File: config.mk
export PLATFORM = sky130hd
export DESIGN_NAME = hex_display_driver
export DESIGN_NICKNAME = d
export VERILOG_FILES = /design/src/rtl/hex_display_driver.sv
export SDC_FILE = /design/constraint.sdc
export NUM_CORES = 1
export LEC_CHECK = 0
export CAP_MARGIN = 0
export CELL_PAD_IN_SITES_DETAIL_PLACEMENT = 0
export CELL_PAD_IN_SITES_GLOBAL_PLACEMENT = 1
export CORE_MARGIN = 2
export CORE_UTILIZATION = 45
export CTS_CLUSTER_DIAMETER = 50
export CTS_CLUSTER_SIZE = 24
export DETAILED_ROUTE_END_ITERATION = 8
export PLACE_DENSITY_LB_ADDON = 0.05
export SKIP_CTS_REPAIR_TIMING = 1
export SYNTH_ARGS = -nofsm -noshare
export SYNTH_HDL_FRONTEND = slang
export SYNTH_SLANG_ARGS = --single-unit
File: constraint.sdc
create_clock -name clk -period 4.15 [get_ports clk]
set_clock_uncertainty 0.2 [all_clocks]
set_input_delay 0.83 -clock clk [delete_from_list [all_inputs] [get_ports clk]]
set_output_delay 0.83 -clock clk [all_outputs]
set_load 0.005 [all_outputs]
File: src/rtl/hex_display_driver.sv
`default_nettype none
// ============================================================================
// Module   : hex_display_driver
// Purpose  : Display stage of the stopwatch. When refresh_tick arrives with the
//            sequencer idle, all four BCD digits are captured in one snapshot.
//            They are then decoded one digit per clock through a single shared
//            7-segment decoder into registered active-low outputs. While the
//            stopwatch is paused, the display blinks: a blink phase toggles
//            every BLINK_TICKS refresh ticks, and digits written during the
//            OFF phase are blanked.
//
// Ports    : clk          - display-domain clock
//            rst_n        - asynchronous active-low reset
//            refresh_tick - single-cycle enable that starts a display update
//            sec_ones     - BCD seconds ones   -> hex0
//            sec_tens     - BCD seconds tens   -> hex1
//            min_ones     - BCD minutes ones   -> hex2
//            min_tens     - BCD minutes tens   -> hex3
//            counting     - 1 = running (no blink), 0 = paused/stopped
//            hex0..hex3   - active-low segments, bit6..bit0 = g..a
//            frame_done   - one-cycle pulse in the cycle hex3 is written
//
// Options  : LEADING_ZERO_BLANK_EN - when defined, a zero minutes-tens digit is
//            blanked. A zero minutes-ones digit is also blanked when the
//            minutes-tens digit is zero. Blink blanking still takes priority.
//
// Revision : 1.0 - initial release
// ============================================================================
module hex_display_driver #(
    parameter int         BLINK_TICKS   = 500,
    parameter logic [6:0] BLANK_PATTERN = 7'b1111111
) (
    input  logic       clk,
    input  logic       rst_n,
    input  logic       refresh_tick,
    input  logic [3:0] sec_ones,
    input  logic [3:0] sec_tens,
    input  logic [3:0] min_ones,
    input  logic [3:0] min_tens,
    input  logic       counting,
    output logic [6:0] hex0,
    output logic [6:0] hex1,
    output logic [6:0] hex2,
    output logic [6:0] hex3,
    output logic       frame_done
);

    localparam logic [15:0] c_blink_last = 16'(BLINK_TICKS - 1);

    typedef enum logic [2:0] {
        S_IDLE = 3'd0,
        S_D0   = 3'd1,
        S_D1   = 3'd2,
        S_D2   = 3'd3,
        S_D3   = 3'd4
    } state_t;

    state_t      r_state;
    state_t      w_next_state;

    // Digit snapshot. The run flag is not captured because blanking samples
    // the live blink phase at write time, so a captured copy would have no
    // reader.
    logic [3:0]  r_snap_sec_ones;
    logic [3:0]  r_snap_sec_tens;
    logic [3:0]  r_snap_min_ones;
    logic [3:0]  r_snap_min_tens;

    logic [15:0] r_blink_cnt;
    logic        r_phase_on;

    logic [6:0]  r_hex0;
    logic [6:0]  r_hex1;
    logic [6:0]  r_hex2;
    logic [6:0]  r_hex3;

    logic        w_start;
    logic [3:0]  w_sel_digit;
    logic [6:0]  w_seg;
    logic        w_lead_blank;
    logic [6:0]  w_write_val;

    function automatic logic [6:0] seg_decode(input logic [3:0] digit);
        logic [6:0] seg;
        case (digit)
            4'd0:    seg = 7'b1000000;
            4'd1:    seg = 7'b1111001;
            4'd2:    seg = 7'b0100100;
            4'd3:    seg = 7'b0110000;
            4'd4:    seg = 7'b0011001;
            4'd5:    seg = 7'b0010010;
            4'd6:    seg = 7'b0000010;
            4'd7:    seg = 7'b1111000;
            4'd8:    seg = 7'b0000000;
            4'd9:    seg = 7'b0010000;
            default: seg = 7'b0111111;  // non-BCD: dash (segment g only)
        endcase
        return seg;
    endfunction

    // A tick is accepted only when idle. Ticks during D0..D3 are dropped.
    assign w_start = (r_state == S_IDLE) && refresh_tick;

    // ------------------------------------------------------------------------
    // Sequencer
    // ------------------------------------------------------------------------
    always_ff @(posedge clk or negedge rst_n) begin
        if (!rst_n) begin
            r_state <= S_IDLE;
        end else begin
            r_state <= w_next_state;
        end
    end

    always_comb begin
        w_next_state = r_state;
        case (r_state)
            S_IDLE:  w_next_state = w_start ? S_D0 : S_IDLE;
            S_D0:    w_next_state = S_D1;
            S_D1:    w_next_state = S_D2;
            S_D2:    w_next_state = S_D3;
            S_D3:    w_next_state = S_IDLE;
            default: w_next_state = S_IDLE;
        endcase
    end

    // ------------------------------------------------------------------------
    // Snapshot capture
    // ------------------------------------------------------------------------
    always_ff @(posedge clk or negedge rst_n) begin
        if (!rst_n) begin
            r_snap_sec_ones <= 4'd0;
            r_snap_sec_tens <= 4'd0;
            r_snap_min_ones <= 4'd0;
            r_snap_min_tens <= 4'd0;
        end else if (w_start) begin
            r_snap_sec_ones <= sec_ones;
            r_snap_sec_tens <= sec_tens;
            r_snap_min_ones <= min_ones;
            r_snap_min_tens <= min_tens;
        end
    end

    // ------------------------------------------------------------------------
    // Blink timing. Every refresh tick counts while paused, including ticks
    // the sequencer drops. Running forces the phase ON, so a running
    // display is never blanked.
    // ------------------------------------------------------------------------
    always_ff @(posedge clk or negedge rst_n) begin
        if (!rst_n) begin
            r_blink_cnt <= 16'd0;
            r_phase_on  <= 1'b1;
        end else if (counting) begin
            r_blink_cnt <= 16'd0;
            r_phase_on  <= 1'b1;
        end else if (refresh_tick) begin
            if (r_blink_cnt == c_blink_last) begin
                r_blink_cnt <= 16'd0;
                r_phase_on  <= ~r_phase_on;
            end else begin
                r_blink_cnt <= r_blink_cnt + 16'd1;
            end
        end
    end

    // ------------------------------------------------------------------------
    // Shared decode path
    // ------------------------------------------------------------------------
    always_comb begin
        w_sel_digit = r_snap_sec_ones;
        case (r_state)
            S_D0:    w_sel_digit = r_snap_sec_ones;
            S_D1:    w_sel_digit = r_snap_sec_tens;
            S_D2:    w_sel_digit = r_snap_min_ones;
            S_D3:    w_sel_digit = r_snap_min_tens;
            default: w_sel_digit = r_snap_sec_ones;
        endcase
    end

    assign w_seg = seg_decode(w_sel_digit);

`ifdef LEADING_ZERO_BLANK_EN
    // Only the minutes digits are suppressed. Minutes-ones is suppressed only
    // when minutes-tens is also zero, so 10:xx keeps its zero.
    assign w_lead_blank = ((r_state == S_D3) && (r_snap_min_tens == 4'd0)) ||
                          ((r_state == S_D2) && (r_snap_min_tens == 4'd0) &&
                           (r_snap_min_ones == 4'd0));
`else
    assign w_lead_blank = 1'b0;
`endif

    assign w_write_val = (!r_phase_on || w_lead_blank) ? BLANK_PATTERN : w_seg;

    // ------------------------------------------------------------------------
    // Output registers: each D state writes exactly one digit
    // ------------------------------------------------------------------------
    always_ff @(posedge clk or negedge rst_n) begin
        if (!rst_n) begin
            r_hex0 <= BLANK_PATTERN;
            r_hex1 <= BLANK_PATTERN;
            r_hex2 <= BLANK_PATTERN;
            r_hex3 <= BLANK_PATTERN;
        end else begin
            if (r_state == S_D0) r_hex0 <= w_write_val;
            if (r_state == S_D1) r_hex1 <= w_write_val;
            if (r_state == S_D2) r_hex2 <= w_write_val;
            if (r_state == S_D3) r_hex3 <= w_write_val;
        end
    end

    assign hex0       = r_hex0;
    assign hex1       = r_hex1;
    assign hex2       = r_hex2;
    assign hex3       = r_hex3;
    assign frame_done = (r_state == S_D3);

endmodule
`default_nettype wire
# Yosys cells after proc, flatten, opt, wreduce, memory -nomap -nowiden
# Memory sizes are Yosys's and may differ from the RTL's.
# Cells that the tools add are included.
[op_classes]
add_sub_neg = 1
eq_ne = 5
muxes = 10
bitwise = 1
n_reduce_logical = 5
[op_table]
columns = ["cell", "count"]
rows = [
  ["$mux 16", 3],
  ["$add 16x1->16 const B", 1],
  ["$eq 16x9->1 const B", 1],
  ["$pmux 3 s4", 1],
  ["$pmux 4 s3", 1],
  ["$mux 7", 1],
  ["$eq 3x2->1 const B", 2],
  ["$mux 1", 4],
  ["$reduce_bool 2->1", 2],
  ["$eq 3x1->1 const B", 1],
  ["$eq 3x3->1 const B", 1],
  ["$logic_not 3->1", 1],
  ["$reduce_and 2->1", 1],
  ["$logic_and 1x1->1", 1],
  ["$not 1->1", 1],
]
[word_totals]
regBits = 64
mem_bits_ro = 112
out_inout_bits = 29
wordCells = 34
mem_count = 1
[mem_list]
columns = ["memory", "words", "word_bits", "rd", "rd_ports_with_merged_regs", "wr", "line", "rtl"]
rows = [
  ["(no name shown)", 16, 7, 1, 0, 0, "85", "case (digit)"],
]

# Logic depth before layout (Yosys ltp)
# Gate-level depths: netlist of run 1.
[logic_depth]
depth_word = 4
mapped_depth = 10
mapped_depth_nobuf = 8

# Worst setup path before layout of run 1
# OpenSTA, ideal clock, no wires.
[synth_timing]
kind = "input port to flip-flop"
start = "in refresh_tick"
end = "reg r_snap_sec_ones[0]"
setup_time_ps = 125
arrival_ps = 2250
slack_ps = 1576
stages = 4
path_buffers = 1
cell_sequence = "clkinv_1 nor4_2 buf_2 mux2_2"
[synth_via]
elab_chain_len = 1
[synth_lines]
columns = ["element", "line", "rtl"]
rows = [
  ["start, declared", "35", "input logic refresh_tick,"],
  ["$logic_and 1x1->1", "102", "assign w_start = (r_state == S_IDLE) && refresh_tick;"],
  ["end signal, assigned", "137", "r_snap_sec_ones <= sec_ones;"],
  ["end, declared", "64", "logic [3:0] r_snap_sec_ones;"],
]
# Every way passes these cells.
# A chain may end at the register's enable or synchronous reset.

# Worst setup path after layout of run 1
[layout_timing]
start = "reg r_state[2]"
end = "out frame_done"
[layout_via]
elab_chain_len = 1
[layout_lines]
columns = ["element", "line", "rtl"]
rows = [
  ["start, declared", "58", "state_t r_state;"],
  ["start signal, assigned", "111", "r_state <= w_next_state;"],
  ["$eq 3x3->1", "215", "assign frame_done = (r_state == S_D3);"],
  ["end, declared", "45", "output logic frame_done"],
]
# Every way passes these cells.

==> results.ini, run 1 <==
[status]
outcome = completed

[finish]
final_nets = 371
area_growth_pct = 23.61
design_area_um2 = 3911
fin_util_pct = 57.57
insertedDiodeCount = 0
final_common_cell = clkdlybuf4s50_1
layout_common_cells = clkdlybuf4s50_1, nor2_1, dfrtp_1
drive_gt1_share_pct = 23.58
finalNonFillerCells = 448

[timing]
rsz0062_at_grt = false
worstMarginPinSlew_ns = 0.9892
max_freq_mhz = 322.5
finalWorstPathRequiredPeriod_ns = 3.100
final_hold_viol_count = 0
timing.setup.tns_ns = 0
slew_headroom_pct = 33.76
finalWorstSetupSlack_ns = 1.050
finalCritPeriodShare_pct = 74.71
drv_slew = 0
finalSetupViolCount = 0

[worst_setup_path]
reg2reg_slack_ns = 1.25
crit-reg2reg-launch = r_state[1]
cp.arrival_ns = 2.07
slowest_delay_ns = 0.71
reg2reg_to = hex0[1]
crit_required_ns = 3.12
critical_path.cell_chain = nor3b_2, buf_4, clkdlybuf4s50_1
start_kind = flop
r2r_cells = 8
critPathSlowestCell = dfrtp_1
path_max_fanout = 18
critical_path_class = reg -> out
cp-end-kind = output pin

[logic_synthesis]
yosys_most_used_dff = dfrtp_1
synth_area_leader_cell = dfrtp_1
seq_area_frac_synth_pct = 51.76
netlist.area_leader.share_pct = 27.68
synth.net_count = 326
synthArstFlopShare_pct = 100.0
post_synth.cell_area_avg_um2 = 10.48
synthTopCellsByArea = dfrtp_1, dfstp_2, nor2_1, mux2_2, a21oi_1
ys_seq_elements = 64
synth_cell_types = 48
synthCells = 302
ys_warn_count = 0
synth-edff-count = 0
netlist_area_um2 = 3164

[routing]
ant_nets = 0
routed_wl_mm = 6.636
drtIter0Drc = 80
wl_per_cell_um = 14.81
viasPerCell = 5.290
maxUsedRoutingLayer = met4
wl_met1_mm = 3.110
wl_met3_um = 253
met2RoutedLength_mm = 3.177
drc = 0
routed-via-count = 2370
drtPass1Iterations = 4

[global_route]
grt_pass1_vias = 2273
grt_max_degree = 41
grt_usage_pct = 19.10
antenna_found_initial = 0
grt_pass1_wl_mm = 11.32
overflow = 0

[placed_design]
place_ws_ns = 1.156
placed_cells = 432
dp_hpwl_mm = 4.488
gp_congestion = 0.8025
placed_area_um2 = 3729
port_buffers = 48

[floorplan]
die_y_um = 87.86
placementRows = 30
chipWidth_um = 87.86
core_region_area_um2 = 6794
io_pins = 49
start_util_pct = 46.57
die-area_um2 = 7719

[power_and_ir_drop]
power.density_nw_per_um2 = 819.8
ir_drop_mv = 0.4358
leakage_nw = 1.584

[min_path]
min_delay_path_depth = 2
hp-class = reg -> reg
hold_end = hex2[6]
min-delay-start = hex2[6]

[clock_network]
cts_sinks = 64
clk_latency_ns = 0.34
cts_root_buffer = clkbuf_8
numCtsBuffers = 9
clk_pin_slew_ns = 0.07
clock_path_buffers = 2
cts_max_level = 3
cts_tree = built

[run]
drv_cap = 0

## worst max-delay path, delay by kind of cell, from the launching register on
family | cells | cell delay [ns]
buf+inv | 2 | 0.76
flops | 1 | 0.71
simple gates | 1 | 0.26
## sequential cells by signal, summed over array words and instances (netlist names)
register / count
r_blink_cnt: 16
hex0: 7
hex1: 7
hex2: 7
hex3: 7
r_snap_min_ones: 4
r_snap_min_tens: 4
r_snap_sec_ones: 4
r_snap_sec_tens: 4
r_state: 3
r_phase_on: 1
## metal layers
layer	global-route usage [%]	up-vias
met1	26.40	1152
met3	5.372	8
met2	29.13	40
met4	6.294	0
met5	0	-
li1	-	1170
## synth_stat cells (all sizes together), types with 3 or more instances
cell and instances:
buf 8, inv 6, or3b 6, nor4b 3
a31oi 9, o32ai 4, nor2 46, dfstp 29
and4 4, ha 4, or3 4, o21ai 14
clkbuf 10, o22a 4, nor3 6, mux2 15
xor2 3, nand4 3, nand3 4, nand2 16
and3 8, nor3b 7, nand3b 4, dfrtp 35
a21oi 34, nand2b 3
## how the worst max path moves through the flow
| stage | from | endpoint | slack (ns) | cells after the start |
|---|---|---|---|---|
| 3_5_place_dp | refresh_tick | r_snap_min_ones[2] | 1.16 | 6 |
| 6_report | r_state[2] | frame_done | 1.05 | 3 |
| 4_1_cts | r_state[2] | frame_done | 1.04 | 3 |
| 3_3_place_gp | refresh_tick | r_snap_sec_ones[1] | 1.21 | 6 |
| 5_1_grt | r_state[2] | frame_done | 0.92 | 3 |
| 2_1_floorplan | refresh_tick | r_snap_sec_ones[0] | 1.58 | 4 |
## per-stage QoR
| step | hold WS (ns) | power (mW) |
|---|---|---|
| 3_5_place_dp | 0.2910 | 2.748 |
| 4_1_cts | 0.3005 | 3.251 |
| 2_1_floorplan | 0.2734 | 2.230 |
| 6_report | 0.2992 | 3.206 |
| 5_1_grt | 0.3175 | 3.472 |
| 3_3_place_gp | 0.2903 | 2.723 |
## layout make-up
type | instances | area (um2)
inverters | 7 | 26.28
clock inverters | 5 | 31.28
clock buffers | 11 | 151.4
flip-flops and latches | 64 | 1638
well taps | 96 | 120.1
multi-input cells | 213 | 1439
repair buffers | 52 | 505.5
fillers | 624 | 2883
## cell families after synthesis
logic type,count (synthesis),share of synthesized area [%]
and+or+nand+nor,119,21.35
DFF,64,51.76
adders and majority gates,4,1.582
muxes,16,5.654
AOI/OAI and AO/OA,71,15.30
xor gates and xnor gates,3,0.8305
buffers and inverters,25,3.519
## report_power, final
part / switching (mW) / internal, mW / leakage, nW
sequential: 0.175 / 0.957 / 0.755
combinational: 0.800 / 0.788 / 0.733
clock: 0.239 / 0.247 / 0.0951
total: 1.21 / 1.99 / 1.58
(Power assumes the default switching activity.)
==> inputs of run 2 (changes only) <==
CORE_UTILIZATION = 38   (was 45)
clock period = 2.81 ns   (was 4.15 ns; I/O delays follow)
==> run 2 against run 1 <==
  * Cell count up 4.0%
  * Flip-flop and latch count unchanged
  * Largest power group unchanged
  * Count of clock-buffer cells in the layout up 1
==> results.ini, run 2 (same netlist as run 1, synthesis figures left out) <==
[timing]
finalSetupViolCount = 0  ; unchanged
finalWorstPathRequiredPeriod_ns = 2.644
rsz0062_at_grt = false
slew_headroom_pct = 57.42  ; +24 points
final_hold_viol_count = 0  ; unchanged
drv_slew = 0  ; unchanged
timing.setup.tns_ns = 0  ; unchanged
max_freq_mhz = 378.2
hold-worst-slack_ns = 0.05406  ; -0.2451 ns
worstMarginPinSlew_ns = 0.6386  ; -0.3506 ns
finalCritPeriodShare_pct = 94.10

[placed_design]
dp_hpwl_mm = 5.063  ; +13%
port_buffers = 48  ; unchanged
placed_cells = 450  ; +4.2%
gp_congestion = 0.8345  ; +4.0%

[worst_setup_path]
r2r_cells = 7  ; -1
critPathSlowestCell = clkdlybuf4s50_1
path_max_fanout = 10  ; -8
cp.buffers_inverters = 2  ; unchanged
critPathTopFamily = buffers and inverters
start_kind = flop
critical_path.cell_chain = buf_4, nor3b_2, clkdlybuf4s50_1
reg2reg_slack_ns = 0.31  ; -0.94 ns
reg2reg_to = hex2[3]
critical_path_class = reg -> out
slowest_delay_ns = 0.58  ; -0.13 ns
crit_required_ns = 2.05  ; -1.07 ns
cp.arrival_ns = 1.88  ; -0.19 ns
cp-end-kind = output pin
crit-reg2reg-launch = r_state[1]

[global_route]
grt_pass1_wl_mm = 12.48  ; +10%
gr-usage-met1_pct = 25.67  ; -0.73 points
antenna_found_initial = 0  ; unchanged
overflow = 0  ; unchanged
grt_pass1_vias = 2452  ; +7.9%
use_met3_pct = 5.296  ; -0.076 points
grt_max_degree = 33  ; -20%
grt_busiest_layer = met2
grt.met2_usage_pct = 27.11  ; -2.0 points
grt_usage_pct = 18.09  ; -1.0 points

[floorplan]
start_util_pct = 38.90  ; -7.7 points
die-area_um2 = 9073  ; +18%
die_y_um = 95.25  ; +8.4%
io_pins = 49  ; unchanged
placementRows = 33  ; +10%
chipWidth_um = 95.25  ; +8.4%
core_region_area_um2 = 8134  ; +20%

[finish]
insertedDiodeCount = 0  ; unchanged
fin_util_pct = 49.45  ; -8.1 points
regArea_um2 = 1639  ; about the same
drive_gt1_share_pct = 26.04  ; +2.5 points
finalNonFillerCells = 466  ; +4.0%
layout_common_cells = clkdlybuf4s50_1, nor2_1, dfrtp_1
largest_reg_flops = 16  ; unchanged
fillerInstances = 797  ; +28%
multi_input_area_um2 = 1443  ; +0.26%
final_nets = 380  ; +2.4%
largest-register = r_blink_cnt
final_common_cell = clkdlybuf4s50_1
area_growth_pct = 27.13

[clock_network]
cts_root_buffer = clkbuf_8
numCtsBuffers = 9  ; unchanged
cts_max_level = 3  ; unchanged
clk_latency_ns = 0.34  ; about the same
cts_sinks = 64  ; unchanged
clk_pin_slew_ns = 0.07  ; about the same
clock_path_buffers = 2  ; unchanged
cts_tree = built

[routing]
drtIter0Drc = 146  ; +83%
drc = 0  ; unchanged
wl_per_cell_um = 15.93  ; +7.5%
routed_wl_mm = 7.422  ; +12%
ant_nets = 0  ; unchanged
viasPerCell = 5.223  ; -1.3%
drtPass1Iterations = 4  ; unchanged
routed-via-count = 2434  ; +2.7%

[power_and_ir_drop]
leakage_nw = 1.641  ; +3.6%
ir_drop_mv = 0.6036  ; +39%
power.density_nw_per_um2 = 1233  ; +50%

[min_path]
hp-class = in -> async

[run]
drv_cap = 0  ; unchanged

[status]
outcome = completed

## run 2: changes by cell type in the layout (fill, tap and decap cells not counted), sizes merged
cell	previous run	this run
buf	5	14
clkinv	5	4
clkbuf	11	12
## run 2: layout make-up
class | count | share of cell area (%)
clock buffers | 12 | 4.666
clock inverters | 4 | 0.5599
inverters | 7 | 0.6532
multi-input cells | 213 | 35.86
flip-flops and latches | 64 | 40.75
well taps | 105 | 3.266
repair buffers | 61 | 14.25
## run 2: how the worst max path moves through the flow
stage,startpoint,endpoint,slack (ns),depth (start not counted)
after CTS,r_state[2],frame_done,0.08,3
final,r_state[1],frame_done,0.17,3
after floorplan,r_state[2],hex3[3],0.49,9
after global routing,r_state[1],frame_done,0.06,3
after global placement,r_state[2],hex2[1],0.27,8
after detailed placement,r_state[2],hex2[1],0.22,8
## run 2: per-layer routing
metal	vias to the layer above	share of wire [%]
li1	1184	-
met1	1191	49
met2	52	45
met3	7	4.3
met4	0	1.2
met5	-	0
## run 2: per-stage QoR
stage                     total power [mW]  setup WS (ns)  instance area, um2
after floorplan                      3.294         0.4891                3164
after global placement               4.147         0.2705                3807
after detailed placement             4.153         0.2197                3807
after CTS                            5.005        0.08270                4018
after global routing                 5.384        0.06085                4023
final                                4.960         0.1658                4023
## run 2: where the power goes
part	total, mW	internal (mW)	switching, mW	leakage, nW
Clock	0.813	0.447	0.365	0.108
Sequential	1.65	1.42	0.234	0.754
Combinational	2.50	1.23	1.26	0.779
## run 2: worst reg2reg max path: cells and delay by family, from the launching register on
family | cells | cell delay [ns]
simple gates | 2 | 0.54
compound gates | 2 | 0.50
flops | 1 | 0.48
fa+ha+maj | 1 | 0.33
xor+xnor | 1 | 0.29
buf+inv | 1 | 0.07
